--- config.mk ---
export PLATFORM = sky130hd
export DESIGN_NAME = ex_mem_skid
export DESIGN_NICKNAME = d
export VERILOG_FILES = /design/src/rtl/ex_mem_skid.sv
export SDC_FILE = /design/constraint.sdc
export NUM_CORES = 1
export LEC_CHECK = 0
export ABC_AREA = 1
export CORE_MARGIN = 2
export CORE_UTILIZATION = 40
export CTS_CLUSTER_SIZE = 24
export DETAILED_ROUTE_END_ITERATION = 8
export GPL_TIMING_DRIVEN = 0
export PLACE_DENSITY_LB_ADDON = 0.15
export SYNTH_ARGS = -nofsm -noshare
export SYNTH_HDL_FRONTEND = slang
export SYNTH_SLANG_ARGS = --single-unit
export TNS_END_PERCENT = 20
--- constraint.sdc ---
create_clock -name clk -period 1.8 [get_ports clk]
set_input_delay 0.18 -clock clk [delete_from_list [all_inputs] [get_ports clk]]
set_output_delay 0.18 -clock clk [all_outputs]
set_load 0.01 [all_outputs]
--- src/rtl/ex_mem_skid.sv ---
// EX->MEM pipeline register with a 2-entry skid buffer and valid/ready handshake.
// Define EXMEM_FWD_EN to add the ID-stage forwarding lookup ports.
module ex_mem_skid #(
    parameter int DW = 32,
    parameter int AW = 5
) (
    input  logic          clk,
    input  logic          rst_,
    input  logic          exmem_i_flush,
    input  logic          exmem_i_valid,
    output logic          exmem_o_ready,
    input  logic          exmem_i_wreg,
    input  logic [AW-1:0] exmem_i_waddr,
    input  logic [DW-1:0] exmem_i_wdata,
    output logic          exmem_o_valid,
    input  logic          exmem_i_ready,
    output logic          exmem_o_wreg,
    output logic [AW-1:0] exmem_o_waddr,
    output logic [DW-1:0] exmem_o_wdata
`ifdef EXMEM_FWD_EN
    ,
    input  logic [AW-1:0] fwd_i_raddr0,
    input  logic [AW-1:0] fwd_i_raddr1,
    output logic          fwd_o_hit0,
    output logic          fwd_o_hit1,
    output logic [DW-1:0] fwd_o_data0,
    output logic [DW-1:0] fwd_o_data1
`endif
);

    localparam logic [1:0] ST_EMPTY = 2'd0;
    localparam logic [1:0] ST_ONE   = 2'd1;
    localparam logic [1:0] ST_TWO   = 2'd2;

    logic [1:0]    state_q, state_d;
    logic          main_wreg_q, main_wreg_d;
    logic [AW-1:0] main_waddr_q, main_waddr_d;
    logic [DW-1:0] main_wdata_q, main_wdata_d;
    logic          skid_wreg_q, skid_wreg_d;
    logic [AW-1:0] skid_waddr_q, skid_waddr_d;
    logic [DW-1:0] skid_wdata_q, skid_wdata_d;

    logic push, pop;

    assign exmem_o_ready = (state_q != ST_TWO);
    assign exmem_o_valid = (state_q != ST_EMPTY);
    assign push          = exmem_i_valid & exmem_o_ready;
    assign pop           = exmem_o_valid & exmem_i_ready;

    // main_wreg_q is cleared whenever the buffer goes empty, so o_wreg can be
    // driven straight from the register without gating by valid.
    assign exmem_o_wreg  = main_wreg_q;
    assign exmem_o_waddr = main_waddr_q;
    assign exmem_o_wdata = main_wdata_q;

    always_comb begin
        // NOTE: every variable gets a hold-value default first so no path leaves
        // it unassigned, which would otherwise infer a latch.
        state_d      = state_q;
        main_wreg_d  = main_wreg_q;
        main_waddr_d = main_waddr_q;
        main_wdata_d = main_wdata_q;
        skid_wreg_d  = skid_wreg_q;
        skid_waddr_d = skid_waddr_q;
        skid_wdata_d = skid_wdata_q;

        if (exmem_i_flush) begin
            state_d     = ST_EMPTY;
            main_wreg_d = 1'b0;
        end else begin
            case (state_q)
                ST_EMPTY: begin
                    if (push) begin
                        main_wreg_d  = exmem_i_wreg;
                        main_waddr_d = exmem_i_waddr;
                        main_wdata_d = exmem_i_wdata;
                        state_d      = ST_ONE;
                    end
                end
                ST_ONE: begin
                    if (push && !pop) begin
                        skid_wreg_d  = exmem_i_wreg;
                        skid_waddr_d = exmem_i_waddr;
                        skid_wdata_d = exmem_i_wdata;
                        state_d      = ST_TWO;
                    end else if (push && pop) begin
                        main_wreg_d  = exmem_i_wreg;
                        main_waddr_d = exmem_i_waddr;
                        main_wdata_d = exmem_i_wdata;
                    end else if (pop) begin
                        main_wreg_d = 1'b0;
                        state_d     = ST_EMPTY;
                    end
                end
                ST_TWO: begin
                    if (pop) begin
                        main_wreg_d  = skid_wreg_q;
                        main_waddr_d = skid_waddr_q;
                        main_wdata_d = skid_wdata_q;
                        state_d      = ST_ONE;
                    end
                end
                default: begin
                    state_d     = ST_EMPTY;
                    main_wreg_d = 1'b0;
                end
            endcase
        end
    end

    // NOTE: both entries are plain flops, not a memory array, so all of them are
    // reset; that keeps the held waddr/wdata outputs defined out of reset.
    always_ff @(posedge clk or negedge rst_) begin
        if (!rst_) begin
            state_q      <= ST_EMPTY;
            main_wreg_q  <= 1'b0;
            main_waddr_q <= '0;
            main_wdata_q <= '0;
            skid_wreg_q  <= 1'b0;
            skid_waddr_q <= '0;
            skid_wdata_q <= '0;
        end else begin
            // NOTE: non-blocking assignments so every register samples the
            // pre-edge value of every other register.
            state_q      <= state_d;
            main_wreg_q  <= main_wreg_d;
            main_waddr_q <= main_waddr_d;
            main_wdata_q <= main_wdata_d;
            skid_wreg_q  <= skid_wreg_d;
            skid_waddr_q <= skid_waddr_d;
            skid_wdata_q <= skid_wdata_d;
        end
    end

`ifdef EXMEM_FWD_EN
    function automatic logic fwd_match(input logic v, input logic w,
                                       input logic [AW-1:0] a, input logic [AW-1:0] r);
        return v & w & (r != '0) & (a == r);
    endfunction

    logic main_hit0, main_hit1, skid_hit0, skid_hit1;

    assign main_hit0 = fwd_match(exmem_o_valid, main_wreg_q, main_waddr_q, fwd_i_raddr0);
    assign main_hit1 = fwd_match(exmem_o_valid, main_wreg_q, main_waddr_q, fwd_i_raddr1);
    assign skid_hit0 = fwd_match(state_q == ST_TWO, skid_wreg_q, skid_waddr_q, fwd_i_raddr0);
    assign skid_hit1 = fwd_match(state_q == ST_TWO, skid_wreg_q, skid_waddr_q, fwd_i_raddr1);

    // SKID is the younger entry, so it wins when both match.
    assign fwd_o_hit0  = main_hit0 | skid_hit0;
    assign fwd_o_hit1  = main_hit1 | skid_hit1;
    assign fwd_o_data0 = skid_hit0 ? skid_wdata_q : (main_hit0 ? main_wdata_q : '0);
    assign fwd_o_data1 = skid_hit1 ? skid_wdata_q : (main_hit1 ? main_wdata_q : '0);
`endif

endmodule

# Yosys cells after proc, flatten, opt, wreduce, memory -nomap -nowiden
# Index checks and enable logic that the tools add are counted.
classes:
  n_addsub: 0
  mul: 0
  n_div: 0
  order_cmp: 0
  eq_ne: 13
  n_shift: 0
  muxes: 24
  bitwise_logic: 3
  n_reduce_logical: 10
op_table:
  columns: ["op", "n"]
  rows:
  - ["$mux 32", 4]
  - ["$pmux 32 s3", 1]
  - ["$mux 5", 4]
  - ["$pmux 5 s3", 1]
  - ["$mux 2", 6]
  - ["$ne 4x4->1 const B", 3]
  - ["$ne 2x2->1 const B", 5]
  - ["$ne 3x3->1 const B", 3]
  - ["$reduce_and 4->1", 2]
  - ["$mux 1", 6]
  - ["$pmux 2 s3", 1]
  - ["$reduce_and 6->1", 1]
  - ["$pmux 1 s3", 1]
  - ["$reduce_and 3->1", 1]
  - ["$reduce_bool 3->1", 1]
  - ["$and 1x1->1", 2]
  - ["$eq 2x1->1 const B", 1]
  - ["$eq 2x2->1 const B", 1]
  - ["$logic_and 1x1->1", 2]
  - ["$logic_not 2->1", 1]
  - ["$reduce_bool 2->1", 1]
  - ["$logic_not 1->1", 1]
  - ["$not 1->1", 1]
totals:
  regBits: 78
  latch_bits: 0
  mem_bits_rw: 0
  mem_bits_ro: 0
  in_bits: 43
  out_inout_bits: 40
  elab_cells: 57
  n_memories: 0

# Depth between registers and ports, before layout
# Gate-level depths: netlist of the first run.
logic_depth:
  depth_word: 7
  mapped_depth: 10
  depth_no_buf: 8

# Worst setup path before layout of the first run
# Ideal clock, no wire load.
synth_path:
  path_kind: "register -> register"
  startpoint: "register state_q[1]"
  endpoint: "register main_waddr_q[1], in the netlist exmem_o_waddr[1]"
  setup_time_ps: 119
  t_arrival_ps: 1265
  required_ps: 1681
  setup_slack_ps: 416
  path_stages_with_launch: 10
  n_path_buf: 3
  period_less_slack_ps: 1384
  path_cell_list: "dfrtp_1 -> buf_6 -> nor2_2 -> nand2_1 -> nand2_1 -> nor2_1 -> nand2_2 -> buf_6 -> buf_6 -> o21ai_2"
synth_between:
  elab_chain_cells: 6
  elab_cells_between_ends: 17
  classes_between: "eq/ne: 7; mux: 1; bitwise: 2; reduce/logical: 7"
synth_rtl:
  columns: ["item", "line_no", "source"]
  rows:
  - ["start, declared", "35", "logic [1:0] state_q, state_d;"]
  - ["start signal, assigned", "125", "state_q <= state_d;"]
  - ["$reduce_bool 2->1", "46", "assign exmem_o_valid = (state_q != ST_EMPTY);"]
  - ["$and 1x1->1", "48", "assign pop = exmem_o_valid & exmem_i_ready;"]
  - ["$logic_not 1->1", "81", "if (push && !pop) begin"]
  - ["$logic_and 1x1->1", "81", null]
  - ["$ne 2x2->1 (no line)", null, null]
  - ["$reduce_and 6->1 (no line)", null, null]
  - ["end signal, assigned", "127", "main_waddr_q <= main_waddr_d;"]
  - ["end, declared", "37", "logic [AW-1:0] main_waddr_q, main_waddr_d;"]
# Several ways; a longest one is shown, not always the timed one.
# A chain may end at the register's enable or synchronous reset.

# Worst setup path in the final report of the first run
layout_path:
  startpoint: "register state_q[0]"
  endpoint: "output port exmem_o_ready"
layout_between:
  elab_chain_cells: 1
layout_rtl:
  columns: ["item", "line_no", "source"]
  rows:
  - ["$ne 2x2->1", "45", "assign exmem_o_ready = (state_q != ST_TWO);"]
  - ["end, declared", "11", "output logic exmem_o_ready,"]
# Every way passes these cells.

==> metrics, run 1 <==
worst r2r path cells 9; CTS buffer count 9; Yosys reg bits 78; met2 wire length roughly 3500 µm; Clk pin slew, worst setup/hold paths roughly 0.08 ns; reg2reg start state_q[1]; crit path to exmem_o_ready; Syn Inst Count 368; GRT Overall Usage roughly 17%; Arrival @ worst endpoint between 1.5 and 2 ns; IO Port Bufs between 80 and 90; vias in the first global route roughly 2700; hold slack final 0.346 ns; placed cell count ~560; kind of start point of the critical path register; clock skew 0.00865 ns; gr ovfl total 0; Residual DRC 0; largest net degree at the start of global routing 44; Synth Warn # 0; CP max FO 5; Synth top area share 54.8%; RSZ-0062 raised after global routing no; Avg Inst Size Synth 9.68 µm²; Post-Layout Cell Count 576; starting density of the core about two fifths; Crit. End Element output port; Post-DP HPWL between 5000 and 6000 µm; DR top layer met4; crit share post-route between 90% and 100%; post-layout util 55.3%; DRT antenna net count 0; height of the die between 90 and 100 µm; Period minus WS final ~1.7 ns; count of different cell masters after synthesis 20; drt first pass iters 4; Core Area slightly below 9000 µm²; fraction of layout cells with a size suffix above 1 18.8%; row count 34; Iteration-0 DRC Markers 74; mapped cell area around 3600 µm²; routability cong. around 0.79; Max Root-Sink Buffers 2; H-Tree Depth 3; Max IR drop VDD around 570 µV; P per Cell Area 1290 nW/µm²; Critical Path RT 1.62 ns; worst-margin pin slew about 0.51 ns; final number of max-transition violations 0; vias per cell around 4.8; max_cap viols 0; Final setup viols 0; WL per Instance roughly 14 µm; Layout fillers about 840; Clock Sinks a little under 80; top cells by area, synth dfrtp_1, nand2_1, mux2i_1; maximum achievable frequency ~590 MHz; Worst Setup SP state_q[0]; Layout area overhead 34.7%; Boundary Pins 83; syn_nets 411; total negative slack 0 ns; Worst Hold Class input pin to asynchronous set/reset pin; routed wire length between 8000 and 9000 µm; Die W between 90 and 100 µm; reg-to-reg endpoint skid_wdata_q[23]; cell taking the most area after synthesis dfrtp_1; vias 2764; # diodes 0; TritonCTS clock tree yes; wl on met1 slightly below 4000 µm; Skew-Pair Late Insertion Delay 0.34 ns; met3 WL 403 µm; sequential area share after synthesis roughly 55%; die area 9680 µm²; Root Buffer clkbuf_8; status completed; Final Hold Vio Count 0; reg-to-reg slack, setup approximately 0.17 ns; initial antenna violation count 0; WS Path Type register to output port; Slew HR about two thirds; fin nets 507; LEAKAGE roughly 2.5 nW; first-pass GRT wire length between 10000 and 15000 µm
==> cell families (layout without fill, tap and decap cells) <==
| family | Yosys count | after routing | synth area share (%) |
|---|---|---|---|
| simple gates | 174 | 174 | 19.7 |
| flops | 78 | 78 | 54.8 |
| compound gates | 48 | 48 | 10.3 |
| mux | 34 | 34 | 9.55 |
| buf+inv | 34 | 134 | 5.66 |
==> synth_stat cells <==
library cell    n
nand2_1       151
dfrtp_1        78
mux2i_1        34
o21ai_2        30
nand2_2        12
buf_2          11
inv_1          11
o21ai_1        10
buf_6           7
o21ai_0         6
nor2_1          5
inv_2           3
nand3_1         2
nor2_2          2
a21oi_4         1
buf_4           1
clkbuf_4        1
nand2_4         1
nand3b_1        1
o31ai_1         1
==> layout by cell type, fill, tap and decap left out, drive strengths merged <==
master / netlist / final
o21ai: 46 / 46
dfrtp: 78 / 78
buf: 19 / 22
mux2i: 34 / 34
nand3: 2 / 2
a21oi: 1 / 1
dlygate4sd3: 0 / 1
clkdlybuf4s50: 0 / 81
o31ai: 1 / 1
bufinv: 0 / 2
nor2: 7 / 7
clkinv: 0 / 2
inv: 14 / 14
nand2: 164 / 164
clkbuf: 1 / 12
nand3b: 1 / 1
==> report_power, final <==
group	switching, W	internal, W
combinational	0.000906	0.00107
clock	0.000617	0.000845
sequential	0.000365	0.00240
total	0.00189	0.00432
==> per-layer routing <==
layer  track usage, %  vias to the layer above
met5                0                        -
li1                 -                     1377
met1             25.4                     1310
met4             6.64                        0
met3             3.94                       11
met2             25.6                       66
==> flip-flops by register name, summed over array words and instances (netlist names) <==
name,count
exmem_o_wdata,32
exmem_o_waddr,5
skid_waddr_q,5
exmem_o_wreg,1
skid_wdata_q,32
state_q,2
skid_wreg_q,1
==> repair_timing <==
action	CTS	global route
hold buffers	1	0
resized for setup	1	2
pin swaps	1	0
buffers inserted	2	0
setup endpoints to repair	1	1
endpoints found under the hold margin	35	0
==> worst max-delay path: stages, from the launching register on <==
cell	delay (ns)
dfrtp_2	0.45
inv_2	0.17
nand2_8	0.07
clkdlybuf4s50_1	0.48
==> through the flow <==
stage | worst slack, ns | area [µm²] | total power (W)
finish | 0.0976 | 4800 | 0.00621
global placement | -2.35 | 4520 | 0.00473
CTS | 0.0444 | 4790 | 0.00628
floorplan | 0.416 | 3560 | 0.00381
detailed placement | 0.00958 | 4540 | 0.00479
global route | 0.00787 | 4800 | 0.00663
==> worst min-delay path by stage <==
stage          slack, ns               end        startpoint
4_1_cts             0.35        state_q[1]              rst_
5_1_grt             0.38   skid_waddr_q[2]              rst_
3_5_place_dp        0.19   skid_wdata_q[2]              rst_
3_3_place_gp        0.46  skid_wdata_q[10]  skid_wdata_q[10]
2_1_floorplan      -0.12  exmem_o_waddr[0]              rst_
6_report            0.35   skid_waddr_q[2]              rst_
==> final cells by class <==
type | instances | area (µm²) | area share (%)
flip-flops and latches | 78 | 1950 | 40.7
multi-input cells | 256 | 1420 | 29.6
repair buffers | 86 | 871 | 18.1
clock buffers | 11 | 151 | 3.15
plain buffers | 19 | 144 | 3.00
well taps | 108 | 135 | 2.82
clock inverters | 4 | 70.1 | 1.46
inverters | 14 | 52.6 | 1.09
Power figures use the tool's default switching activity.
==> inputs of run 2 (changes only) <==
--- a/config.mk
+++ b/config.mk
@@ -11,6 +11,7 @@
 export CTS_CLUSTER_SIZE = 24
 export DETAILED_ROUTE_END_ITERATION = 8
 export GPL_TIMING_DRIVEN = 0
+export MAX_ROUTING_LAYER = met4
 export PLACE_DENSITY_LB_ADDON = 0.15
 export SYNTH_ARGS = -nofsm -noshare
 export SYNTH_HDL_FRONTEND = slang
==> run 2 against run 1 <==
Against the previous run:
- non-clock buffer count is the same
- cell count unchanged
- wire length grew 0.11%
- critical path depth unchanged
- clock-buffer cell count stayed put
- hold slack worse by 0.0015 ns
- via count about the same
- clock power barely moved
- core utilization is the same
==> metrics, run 2 (same netlist as run 1, synthesis figures left out) <==
Root Buffer clkbuf_8; GRT Overall Usage 18.0% (+0.56 points); P per Cell Area 1290 nW/µm² (about the same); Crit-path slowest cell clkdlybuf4s50_1; worst r2r path cells 9 (unchanged); height of the die 98.4 µm (unchanged); gr ovfl total 0 (unchanged); post-layout util 55.3% (unchanged); kind of start point of the critical path register; RSZ-0062 raised after global routing no; routability cong. 0.802 (+1.4%); vias in the first global route 2659 (-0.075%); # diodes 0 (unchanged); Skew-Pair Late Insertion Delay 0.34 ns (about the same); status completed; Post-DP HPWL 5350 µm (unchanged); row count 34 (unchanged); Arrival @ worst endpoint 1.52 ns (about the same); most frequent cells in the layout nand2_1, clkdlybuf4s50_1, dfrtp_1, mux2i_1, o21ai_2; Final Hold Vio Count 0 (unchanged); crit path to exmem_o_ready; DRT antenna net count 0 (unchanged); Period minus WS final 1.70 ns (+0.000648 ns); Max Root-Sink Buffers 2 (unchanged); LEAKAGE 2.51 nW (unchanged); initial antenna violation count 0 (unchanged); max_cap viols 0 (unchanged); most common cell after layout, fill and taps aside nand2_1; Worst Setup SP state_q[0]; crit share post-route 94.6% (about the same); Final setup viols 0 (unchanged); total negative slack 0 ns (unchanged); Clk pin slew, worst setup/hold paths 0.08 ns (about the same); first-pass GRT wire length 13400 µm (+0.10%); Critical Path RT 1.62 ns (about the same); starting density of the core 41.0% (unchanged); post-route cell area 4800 µm² (unchanged); reg2reg start state_q[1]; vias 2766 (+0.072%); TritonCTS clock tree yes; Die W 98.4 µm (unchanged); critical-path cell list inv_2 -> nand2_8 -> clkdlybuf4s50_1; WL per Instance 14.0 µm (+0.11%); Residual DRC 0 (unchanged); Slew HR 66.1% (about the same); Boundary Pins 83 (unchanged); Core Area 8680 µm² (unchanged); worst-margin pin slew 0.508 ns (-0.000822 ns); IO Port Bufs 82 (unchanged); reg-to-reg endpoint skid_wdata_q[23]; Placed Area 4540 µm² (unchanged); clock skew 0.00880 ns (+0.000143 ns); maximum achievable frequency 587 MHz (about the same); largest net degree at the start of global routing 44 (unchanged); Layout fillers 836 (unchanged); WS Path Type register to output port; CTS buffer count 9 (unchanged); Max IR drop VDD 566 µV (about the same); reg-to-reg slack, setup 0.17 ns (about the same); fraction of layout cells with a size suffix above 1 18.8% (unchanged); vias per cell 4.80 (about the same); Worst Hold Class input pin to asynchronous set/reset pin; CP max FO 5 (unchanged); Clock Sinks 78 (unchanged); routed wire length 8040 µm (+0.11%); drt first pass iters 5 (+1); H-Tree Depth 3 (unchanged); Crit. End Element output port; die area 9680 µm² (unchanged); biggest cell delay along the critical path 0.48 ns (about the same); Iteration-0 DRC Markers 88 (+19%); fin nets 507 (unchanged); final number of max-transition violations 0 (unchanged); Layout area overhead 34.7% (unchanged)
run 2: cell counts in the layout (fill, tap and decap cells not counted):
Identical to the previous run, type by type.
run 2: area by class of cell:
type,count,area [µm²],share of cell area (%)
sequential,78,1950,40.7
multi-input combinational,256,1420,29.6
timing repair buffer,86,871,18.1
clock buffer,11,151,3.15
buffer,19,144,3.00
tap,108,135,2.82
clock inverter,4,70.1,1.46
inverter,14,52.6,1.09
run 2: power breakdown:
part | switching (W) | internal (W)
sequential | 0.000366 | 0.00240
combinational | 0.000908 | 0.00107
clock | 0.000617 | 0.000845
total | 0.00189 | 0.00432
run 2: stage by stage:
stage | setup slack [ns] | hold WS, ns | power [W] | instances
6_report | 0.0969 | 0.345 | 0.00621 | 576
5_1_grt | 0.00786 | 0.378 | 0.00663 | 576
4_1_cts | 0.0444 | 0.353 | 0.00628 | 576
3_5_place_dp | 0.00958 | 0.187 | 0.00479 | 559
3_3_place_gp | -2.35 | 0.460 | 0.00473 | 558
2_1_floorplan | 0.416 | -0.116 | 0.00381 | 368
run 2: worst max-delay path, delay by kind of cell (launching register included):
| family | cells | cell delay, ns |
|---|---|---|
| buffers and inverters | 2 | 0.65 |
| AND/OR/NAND/NOR | 1 | 0.07 |
| flip-flops | 1 | 0.45 |
run 2: timing repair:
action,CTS,global route
setup endpoints to repair,1,1
hold buffers,1,0
endpoints found under the hold margin,35,0
gates resized for setup,1,2
pin swaps,1,0
setup buffers,2,0
run 2: worst min-delay path by stage:
stage | startpoint | end | slack [ns]
4_1_cts | rst_ | state_q[1] | 0.35
6_report | rst_ | skid_waddr_q[2] | 0.34
3_5_place_dp | rst_ | skid_wdata_q[2] | 0.19
2_1_floorplan | rst_ | exmem_o_waddr[0] | -0.12
3_3_place_gp | skid_wdata_q[10] | skid_wdata_q[10] | 0.46
5_1_grt | rst_ | skid_waddr_q[2] | 0.38
run 2: metal layers:
metal	part of all wire [%]	track usage (%)
met1	50	25.6
met2	44	25.6
met3	4.9	3.58
met4	1.3	6.95
met5	0	-
